--- config.mk ---
export PLATFORM = sky130hd
export DESIGN_NAME = wb_burst_master
export DESIGN_NICKNAME = d
export VERILOG_FILES = /design/src/rtl/wb_pkg.sv /design/src/rtl/wb_burst_wbuf.sv /design/src/rtl/wb_burst_master.sv
export SDC_FILE = /design/constraint.sdc
export NUM_CORES = 1
export LEC_CHECK = 0
export BUFFER_PORTS_ARGS = -buffer_cell sky130_fd_sc_hd__buf_2
export CAP_MARGIN = 0
export CORE_ASPECT_RATIO = 0.7
export CORE_MARGIN = 2
export CORE_UTILIZATION = 40
export CTS_CLUSTER_DIAMETER = 80
export DETAILED_ROUTE_END_ITERATION = 8
export PLACE_DENSITY = 0.59
export SLEW_MARGIN = 10
export SYNTH_ARGS = -nofsm -noshare
export SYNTH_HDL_FRONTEND = slang
export SYNTH_SLANG_ARGS = --single-unit
--- constraint.sdc ---
create_clock -name wb_clk_i -period 4.6 [get_ports wb_clk_i]
set_input_delay 0.23 -clock wb_clk_i [delete_from_list [all_inputs] [get_ports wb_clk_i]]
set_output_delay 0.23 -clock wb_clk_i [all_outputs]
set_load 0.05 [all_outputs]
--- src/rtl/wb_pkg.sv ---
// wb_pkg: Wishbone CTI codes and burst master state encoding,
// shared by the master RTL and controller-side checks.
package wb_pkg;

  localparam logic [2:0] CTI_CLASSIC = 3'b000;
  localparam logic [2:0] CTI_INCR    = 3'b010;
  localparam logic [2:0] CTI_EOB     = 3'b111;

  localparam logic [1:0] ST_IDLE = 2'd0;
  localparam logic [1:0] ST_FILL = 2'd1;
  localparam logic [1:0] ST_BUS  = 2'd2;
  localparam logic [1:0] ST_DONE = 2'd3;

  typedef enum logic [1:0] {
    S_IDLE = 2'd0,
    S_FILL = 2'd1,
    S_BUS  = 2'd2,
    S_DONE = 2'd3
  } state_e;

endpackage

--- src/rtl/wb_burst_wbuf.sv ---
// wb_burst_wbuf: write-beat buffer, one sync write port and one
// async read port; contents are not reset.
module wb_burst_wbuf #(
  parameter int DW    = 32,
  parameter int DEPTH = 8,
  parameter int IW    = 3
) (
  input  logic          clk,
  input  logic          wen,
  input  logic [IW-1:0] waddr,
  input  logic [DW-1:0] wdata,
  input  logic [IW-1:0] raddr,
  output logic [DW-1:0] rdata
);

  logic [DW-1:0] mem [DEPTH];

  always_ff @(posedge clk) begin
    if (wen) mem[waddr] <= wdata;
  end

  assign rdata = mem[raddr];

endmodule

--- src/rtl/wb_burst_master.sv ---
// wb_burst_master: Wishbone classic/incrementing-burst master driven
// from a request/stream interface, with ack timeout abort.
module wb_burst_master
  import wb_pkg::*;
#(
  parameter int AW        = 32,
  parameter int DW        = 32,
  parameter int MAX_BURST = 8,
  parameter int TIMEOUT   = 256,
  localparam int SW = DW / 8,
  localparam int LW = $clog2(MAX_BURST)
) (
  input  logic          wb_clk_i,
  input  logic          wb_rst_ni,
  input  logic          req_valid_i,
  output logic          req_ready_o,
  input  logic          req_we_i,
  input  logic [AW-1:0] req_addr_i,
  input  logic [LW-1:0] req_len_i,
  input  logic [SW-1:0] req_sel_i,
  input  logic          wdat_valid_i,
  output logic          wdat_ready_o,
  input  logic [DW-1:0] wdat_i,
  output logic          rdat_valid_o,
  output logic [DW-1:0] rdat_o,
  output logic          rdat_last_o,
  output logic          done_o,
  output logic          err_o,
  output logic          wb_cyc_o,
  output logic          wb_stb_o,
  output logic          wb_we_o,
  output logic [AW-1:0] wb_addr_o,
  output logic [DW-1:0] wb_dat_o,
  output logic [SW-1:0] wb_sel_o,
  output logic [2:0]    wb_cti_o,
  input  logic [DW-1:0] wb_dat_i,
  input  logic          wb_ack_i
);

  localparam int TW = $clog2(TIMEOUT);

  logic [1:0]    state, nstate;
  logic          we_q, nwe;
  logic [AW-1:0] addr_q, naddr;
  logic [LW-1:0] len_q, nlen;
  logic [LW-1:0] cnt, ncnt;
  logic [SW-1:0] sel_q, nsel;
  logic [TW-1:0] tcnt, ntcnt;
  logic          abort, nabort;
  logic          fill_we, ack, bus_n, rd_ack;
  logic [DW-1:0] buf_rd, beat_dat;
  logic [2:0]    ncti;

  assign fill_we = (state == ST_FILL) && wdat_valid_i;
  assign ack     = (state == ST_BUS) && wb_ack_i;
  assign rd_ack  = ack && !we_q;

  wb_burst_wbuf #(
    .DW(DW), .DEPTH(MAX_BURST), .IW(LW)
  ) u_wbuf (
    .clk  (wb_clk_i),
    .wen  (fill_we),
    .waddr(cnt),
    .wdata(wdat_i),
    .raddr(ncnt),
    .rdata(buf_rd)
  );

  always_comb begin
    nstate = state;
    nwe    = we_q;
    naddr  = addr_q;
    nlen   = len_q;
    nsel   = sel_q;
    ncnt   = cnt;
    ntcnt  = tcnt;
    nabort = abort;
    unique case (state)
      ST_IDLE: begin
        if (req_valid_i) begin
          nwe    = req_we_i;
          naddr  = req_addr_i;
          nlen   = req_len_i;
          nsel   = req_sel_i;
          ncnt   = '0;
          ntcnt  = '0;
          nabort = 1'b0;
          nstate = req_we_i ? ST_FILL : ST_BUS;
        end
      end
      ST_FILL: begin
        if (wdat_valid_i) begin
          if (cnt == len_q) begin
            ncnt   = '0;
            ntcnt  = '0;
            nstate = ST_BUS;
          end else begin
            ncnt = cnt + 1'b1;
          end
        end
      end
      ST_BUS: begin
        if (wb_ack_i) begin
          naddr = addr_q + AW'(SW);
          ntcnt = '0;
          if (cnt == len_q) nstate = ST_DONE;
          else ncnt = cnt + 1'b1;
        end else if (tcnt == TW'(TIMEOUT - 1)) begin
          nabort = 1'b1;
          nstate = ST_DONE;
        end else begin
          ntcnt = tcnt + 1'b1;
        end
      end
      default: nstate = ST_IDLE;
    endcase
  end

  assign bus_n = (nstate == ST_BUS);
  // last fill word lands in the same edge it is first driven
  assign beat_dat = (fill_we && cnt == ncnt) ? wdat_i : buf_rd;

  always_comb begin
    ncti = CTI_INCR;
    if (nlen == '0) ncti = CTI_CLASSIC;
    else if (ncnt == nlen) ncti = CTI_EOB;
  end

  always_ff @(posedge wb_clk_i or negedge wb_rst_ni) begin
    if (!wb_rst_ni) begin
      state        <= ST_IDLE;
      we_q         <= 1'b0;
      addr_q       <= '0;
      len_q        <= '0;
      sel_q        <= '0;
      cnt          <= '0;
      tcnt         <= '0;
      abort        <= 1'b0;
      req_ready_o  <= 1'b0;
      wdat_ready_o <= 1'b0;
      rdat_valid_o <= 1'b0;
      rdat_o       <= '0;
      rdat_last_o  <= 1'b0;
      done_o       <= 1'b0;
      err_o        <= 1'b0;
      wb_cyc_o     <= 1'b0;
      wb_stb_o     <= 1'b0;
      wb_we_o      <= 1'b0;
      wb_addr_o    <= '0;
      wb_dat_o     <= '0;
      wb_sel_o     <= '0;
      wb_cti_o     <= '0;
    end else begin
      state        <= nstate;
      we_q         <= nwe;
      addr_q       <= naddr;
      len_q        <= nlen;
      sel_q        <= nsel;
      cnt          <= ncnt;
      tcnt         <= ntcnt;
      abort        <= nabort;
      req_ready_o  <= (nstate == ST_IDLE);
      wdat_ready_o <= (nstate == ST_FILL);
      rdat_valid_o <= rd_ack;
      rdat_last_o  <= rd_ack && (cnt == len_q);
      if (rd_ack) rdat_o <= wb_dat_i;
      done_o       <= (nstate == ST_DONE);
      err_o        <= (nstate == ST_DONE) && nabort;
      wb_cyc_o     <= bus_n;
      wb_stb_o     <= bus_n;
      wb_we_o      <= bus_n && nwe;
      wb_addr_o    <= bus_n ? naddr : '0;
      wb_sel_o     <= bus_n ? nsel : '0;
      wb_cti_o     <= bus_n ? ncti : 3'b000;
      wb_dat_o     <= (bus_n && nwe) ? beat_dat : '0;
    end
  end

endmodule

==> flow_summary.json, run 1 <==
{
  "status": "finished, final reports clean",
  "postRouteAntennaNets": 0,
  "ir_drop_v": 0.000336,
  "gp_congestion": 0.873,
  "arrival_ns": 4.10,
  "io_pins": 221,
  "grt_pass1_wl_mm": 71.3,
  "final_common_cell": "edfxtp_1",
  "drc": 0,
  "dpl-instance-area_mm2": 0.0191,
  "grt.total_usage_pct": 20.7,
  "maxCapViolCount": 0,
  "netlist_area_mm2": 0.0174,
  "synth_seq_cells": 420,
  "nFillCells": 3667,
  "cts_root_buf": "clkbuf_16",
  "start_util_pct": 40.9,
  "final_cell_area_mm2": 0.0213,
  "instances_no_fill": 2201,
  "finalHoldViolCount": 0,
  "wl_per_cell_um": 21.5,
  "p_total_mw": 14.8,
  "post-route-min-period_ns": 3.63,
  "core-area_mm2": 0.0426,
  "p_leak_nw": 8.38,
  "post_cts_buffers": 0,
  "cts_buffer_depth": 3,
  "synthFlopType": "edfxtp_1",
  "chipHeight_um": 179,
  "rsz0062_at_grt": "no",
  "layout_common_cells": "256 x edfxtp_1, 219 x buf_2, 164 x dfrtp_1, 114 x nand2_1, 101 x and3_1",
  "slew_viol_final": 0,
  "r2r_slack_ns": 0.97,
  "path_class": "flip-flop to flip-flop",
  "clkTransAtPathRegs_ns": 0.06,
  "area_growth_pct": 22.5,
  "fin_nets": 1693,
  "multiInputGateArea_mm2": 0.00508,
  "row_count": 63,
  "grt_pass1_vias": 11800,
  "async_reset_ff_share_pct": 39.0,
  "crit_fanout": 74,
  "antenna_found_initial": 3,
  "final.period_utilization_pct": 79.0,
  "required_ns": 5.06,
  "io_buffers": 220,
  "min_path_type": "input port to flip-flop",
  "seq_area_frac_synth_pct": 67.7,
  "start_kind": "flip-flop",
  "syn_inst": 1307,
  "vias": 12100,
  "drive_above_1_share_pct": 22.9,
  "htreeDepth": 2,
  "skew_ns": 0.0154,
  "clock.fmax_mhz": 275,
  "syn_avg_cell_area_um2": 13.3,
  "clkSinkCount": 420,
  "cts_buffers": 42,
  "slew-limit-headroom_pct": 30.9,
  "end_kind": "flip-flop",
  "hpwl_mm": 26.0,
  "tightest_slew_ns": 1.04,
  "cts_tree": "done",
  "die_area_mm2": 0.0453,
  "syn_nets": 1420,
  "viasPerCell": 5.52,
  "drt_pass1_iterations": 5,
  "regArea_mm2": 0.0118,
  "numPlacedInstances": 2035,
  "drt_iter0_drc": 1174,
  "setup_violations": 0,
  "clk_latency_ns": 0.56,
  "yosysWarnings": 0,
  "synth.distinct_cells": 71,
  "grt_max_degree": 97,
  "die-width_um": 253,
  "synth-edff-count": 256,
  "wirelength_mm": 47.4,
  "grt_overflow": 0,
  "power.density_mw_per_mm2": 693,
  "final.setup.tns_ns": 0
}
==> report_power, final <==
group,internal [mW],switching [mW],total (mW)
clock network,2.06,1.46,3.52
logic,1.93,4.28,6.21
registers,4.66,0.398,5.06
==> cells by family after synthesis <==
family | share of synthesized area [%]
xor gates and xnor gates | 0.934
and+or+nand+nor | 11.3
muxes | 2.36
AOI/OAI and AO/OA | 13.9
DFF | 67.7
buffers and inverters | 3.58
adders and majority gates | 0.287
==> final cells by class <==
class,instances,share of cell area [%]
sequential,420,55.2
multi-input combinational,762,23.8
timing repair buffer,335,10.5
clock buffer,59,5.65
tap,585,3.43
clock inverter,18,1.01
inverter,19,0.369
antenna,3,0.0352
==> cells in the mapped netlist, drive strengths merged (20+ instances only) <==
| library cell | count | area share [%] |
|---|---|---|
| a311o | 34 | 2.0 |
| edfxtp | 256 | 44 |
| and2 | 32 | 1.1 |
| clkbuf | 55 | 1.2 |
| nand3 | 20 | 0.57 |
| and3 | 101 | 3.6 |
| nor2 | 32 | 0.69 |
| a21oi | 66 | 1.9 |
| a211oi | 97 | 4.2 |
| nand2 | 114 | 2.5 |
| mux2 | 33 | 2.1 |
| o21ai | 48 | 1.4 |
| buf | 51 | 1.9 |
| dfrtp | 164 | 24 |
| o31a | 32 | 1.6 |
==> routing by layer <==
layer  share of wire, %  track usage [%]  vias to the layer above
li1                   -                -                     5546
met4                2.3             6.11                        2
met3                6.4             4.03                       79
met5              0.027                0                        -
met2                 45             31.6                      431
met1                 46             30.0                     6086
==> path summary, 6_finish.rpt <==
check / startpoint / end / depth (start not counted)
max in group asynchronous: wb_rst_ni / wb_dat_o[21] / 3
worst max-delay path: cnt[0] / wb_dat_o[21] / 10
worst max register to register: cnt[0] / wb_dat_o[21] / 10
worst min-delay path: req_addr_i[2] / addr_q[2] / 2
min in group asynchronous: wb_rst_ni / wb_dat_o[26] / 2
worst min register to register: sel_q[3] / sel_q[3] / 2
==> timing repair <==
action                                  4_1_cts  5_1_grt
gates resized for setup                       0        0
hold buffers                                 86        0
endpoints found under the hold margin       407        0
endpoints found under the setup margin        0        0
==> metrics by stage <==
step | util [%] | hold WS [ns] | setup slack, ns
after floorplan | - | -0.0656 | 0.193
after global placement | 44.7 | 0.348 | 1.10
after detailed placement | 44.7 | 0.349 | 1.02
after CTS | 50.0 | 0.0205 | 1.00
after global routing | 50.0 | 0.0430 | 0.730
final | 50.1 | 0.0502 | 0.966
==> state kept, by name, summed over array words and instances (netlist names), 2 cells and up <==
| signal | cells |
|---|---|
| addr_q | 32 |
| cnt | 3 |
| len_q | 3 |
| rdat_o | 32 |
| sel_q | 4 |
| state | 2 |
| tcnt | 8 |
| u_wbuf.mem | 256 |
| wb_addr_o | 32 |
| wb_cti_o | 2 |
| wb_dat_o | 32 |
| wb_sel_o | 4 |
==> critical path, stage by stage, from the launching register on <==
cell      delay [ns]
dfrtp_1         0.58
xnor2_2         0.38
nand3_1         0.23
ha_1            0.32
o32a_2          0.37
and2_1          0.18
clkinv_2        0.39
buf_12          0.38
a211oi_1        0.13
a311o_1         0.34
a21oi_1         0.15
Note: power is estimated with default switching activity, not from simulation.
==> run 2, diff against run 1 <==
--- a/config.mk
+++ b/config.mk
@@ -5,6 +5,7 @@
 export SDC_FILE = /design/constraint.sdc
 export NUM_CORES = 1
 export LEC_CHECK = 0
+export ABC_AREA = 1
 export BUFFER_PORTS_ARGS = -buffer_cell sky130_fd_sc_hd__buf_2
 export CAP_MARGIN = 0
 export CORE_ASPECT_RATIO = 0.7
@@ -12,7 +13,7 @@
 export CORE_UTILIZATION = 40
 export CTS_CLUSTER_DIAMETER = 80
 export DETAILED_ROUTE_END_ITERATION = 8
-export PLACE_DENSITY = 0.59
+export PLACE_DENSITY = 0.56
 export SLEW_MARGIN = 10
 export SYNTH_ARGS = -nofsm -noshare
 export SYNTH_HDL_FRONTEND = slang
==> constraint.sdc (replaced) <==
create_clock -name wb_clk_i -period 3.8 [get_ports wb_clk_i]
set_input_delay 0.19 -clock wb_clk_i [delete_from_list [all_inputs] [get_ports wb_clk_i]]
set_output_delay 0.19 -clock wb_clk_i [all_outputs]
set_load 0.05 [all_outputs]
==> run 2 against run 1 <==
  * Register-to-register slack lost 0.34 ns
  * Sequential power rose by 19%
  * Worst hold slack lost 0.026 ns
  * Final area is 10% higher
  * Sequential cell count unchanged
  * Non-clock buffer count increased by 17
  * Sequential share of layout area is 5.0 points lower
  * Worst setup slack lost 0.34 ns
  * Final cell count increased by 39%
  * Fmax grew 14%
  * First-iteration DRC count up 5.3%
  * Clock-buffer cell count increased by 2
  * Critical endpoint is now wb_dat_o[16]
==> flow_summary.json, run 2 <==
{
  "hpwl_mm": 30.9,
  "p_leak_nw": 11.2,
  "core-area_mm2": 0.0477,
  "area_growth_pct": 22.0,
  "synth_area_leaders": "edfxtp_1 40%, dfrtp_1 21%, nand2_1 14%",
  "syn_inst": 2116,
  "clock.fmax_mhz": 315,
  "fin_nets": 2519,
  "wl_per_cell_um": 17.7,
  "path_class": "flip-flop to flip-flop",
  "vias": 15100,
  "post-route-min-period_ns": 3.18,
  "r2r_start": "cnt[2]",
  "slew_viol_final": 0,
  "netlist_area_mm2": 0.0193,
  "skew_ns": 0.0164,
  "cp_top_family": "simple AND/OR/NAND/NOR gates",
  "hold_slack_ns": 0.0245,
  "synth-edff-count": 256,
  "final.setup.tns_ns": 0,
  "power.density_mw_per_mm2": 785,
  "critical-path-max-stage-delay_ns": 0.54,
  "arrival_ns": 3.62,
  "regMostFlops": "u_wbuf.mem",
  "ir_drop_v": 0.000926,
  "drt_pass1_iterations": 5,
  "drt_iter0_drc": 1236,
  "p_total_mw": 18.4,
  "cts_buffer_depth": 3,
  "syn_avg_cell_area_um2": 9.10,
  "largest_reg_flops": 256,
  "yosysTopAreaCell": "edfxtp_1",
  "clkSinkCount": 420,
  "synth_seq_cells": 420,
  "synth_top_area_share_pct": 39.9,
  "slew-limit-headroom_pct": 29.0,
  "die_area_mm2": 0.0499,
  "seq_area_frac_synth_pct": 61.2,
  "critPathBufInv": 4,
  "drc": 0,
  "io_buffers": 220,
  "final_common_cell": "nand2_1",
  "syn_nets": 2229,
  "grt_pass1_wl_mm": 84.5,
  "grt_overflow": 0,
  "row_count": 67,
  "crit_fanout": 194,
  "path_cells": "inv_2, nand2_1, nand2_1, nand3_2, ha_1, nand2_1, nand3_1, nand2_1, inv_2, nand2_4, buf_12, nand2_1, o21ai_0, nand2_1, nand2_1, nand2_1, nand2_1, nand2_1, inv_2, nor2_1",
  "chipHeight_um": 188,
  "cts_root_buf": "clkbuf_16",
  "cts_tree": "done",
  "startpoint": "cnt[2]",
  "clkTransAtPathRegs_ns": 0.06,
  "layout_common_cells": "719 x nand2_1, 295 x inv_1, 256 x edfxtp_1, 219 x buf_2, 164 x dfrtp_1",
  "slowest_stage": "buf_12",
  "start_kind": "flip-flop",
  "htreeDepth": 2,
  "post_cts_buffers": 0,
  "final.period_utilization_pct": 83.6,
  "async_reset_ff_share_pct": 39.0,
  "cp_num_cells": 20,
  "r2r_slack_ns": 0.62,
  "cts_buffers": 44,
  "nFillCells": 4421,
  "antenna_found_initial": 4,
  "die-width_um": 266,
  "grt_pass1_vias": 14800,
  "status": "finished, final reports clean",
  "min_path_type": "input port to flip-flop",
  "postRouteAntennaNets": 0,
  "end_kind": "flip-flop",
  "yosysMostFrequentCell": "nand2_1",
  "clk_latency_ns": 0.56,
  "maxCapViolCount": 0,
  "gp_congestion": 0.884,
  "finalHoldViolCount": 0,
  "synth.distinct_cells": 37,
  "setup_violations": 0,
  "tightest_slew_ns": 1.06,
  "synthFlopType": "edfxtp_1",
  "crit_end": "wb_dat_o[16]",
  "synth_top_cells_by_count": "722 x nand2_1, 295 x inv_1, 256 x edfxtp_1",
  "viasPerCell": 4.93,
  "wirelength_mm": 54.3,
  "drive_above_1_share_pct": 16.0,
  "grt.total_usage_pct": 21.7,
  "yosysWarnings": 0,
  "rsz0062_at_grt": "no",
  "r2r-end": "wb_dat_o[16]",
  "grt_max_degree": 195,
  "rr_worst_depth": 20,
  "cts_resized": 0,
  "required_ns": 4.24,
  "min-delay-start": "req_len_i[2]",
  "start_util_pct": 40.4,
  "crit_top_cell": "nand2_1",
  "io_pins": 221
}
## run 2: cell count changes after synthesis, sizes merged, moves of 34 or more
cell	change
nand2	+613
inv	+318
and3	-100
a211oi	-97
nand4	+92
o21ai	+65
nand3	+63
nor2	+57
a311o	-34
## run 2: logic make-up after synthesis
group	after synthesis	synth area share, %
AO/OA/AOI/OAI	169	4.63
adder cells (fa/ha/maj)	4	0.260
XOR/XNOR	13	0.591
buffers and inverters	444	9.37
flip-flops	420	61.2
AND/OR/NAND/NOR	1066	23.9
## run 2: routing by layer
| layer | vias up | global-route usage, % | wire, µm |
|---|---|---|---|
| met5 | - | 0 | 11 |
| met4 | 2 | 5.64 | 1030 |
| met3 | 80 | 3.77 | 3400 |
| met2 | 470 | 34.6 | 24600 |
| met1 | 7190 | 30.8 | 25300 |
| li1 | 7373 | - | - |
## run 2: layout make-up
cell class              count  area [µm²]  share of cell area, %
diodes                      3        7.51                 0.0320
clock buffers              61        1260                   5.35
clock inverters            20         204                  0.868
inverters                 336        1260                   5.37
multi-input cells        1252        5750                   24.5
flip-flops and latches    420       11800                   50.2
well taps                 621         777                   3.31
repair buffers            352        2440                   10.4
## run 2: how the worst min path moves through the flow
| stage | end | slack (ns) | cells after the start |
|---|---|---|---|
| finish | len_q[2] | 0.02 | 3 |
| global route | done_o | 0.05 | 3 |
| CTS | len_q[2] | 0.007 | 3 |
| detailed placement | rdat_o[8] | 0.32 | 1 |
| global placement | rdat_o[5] | 0.32 | 1 |
| floorplan | abort | -0.11 | 0 |
## run 2: where the power goes
group / switching, mW / internal (mW)
Combinational: 5.94 / 2.11
Sequential: 0.429 / 5.58
Clock: 1.80 / 2.59
## run 2: repair_timing
action	4_1_cts	5_1_grt
hold endpoints to repair	410	0
hold buffers	103	0
setup endpoints to repair	0	0
## run 2: worst min-delay path, stage by stage
cell and delay, ns:
buf_2 0.07, o21ai_0 0.14, inv_1 0.13
## run 2: through the flow
stage               cells  util [%]  worst slack [ns]  area [µm²]
floorplan            2116         -              1.09       19300
global placement     2878      44.0             0.672       21000
detailed placement   2878      44.0             0.663       21000
CTS                  3062      49.2             0.618       23500
global route         3065      49.2             0.264       23500
finish               3065      49.2             0.622       23500
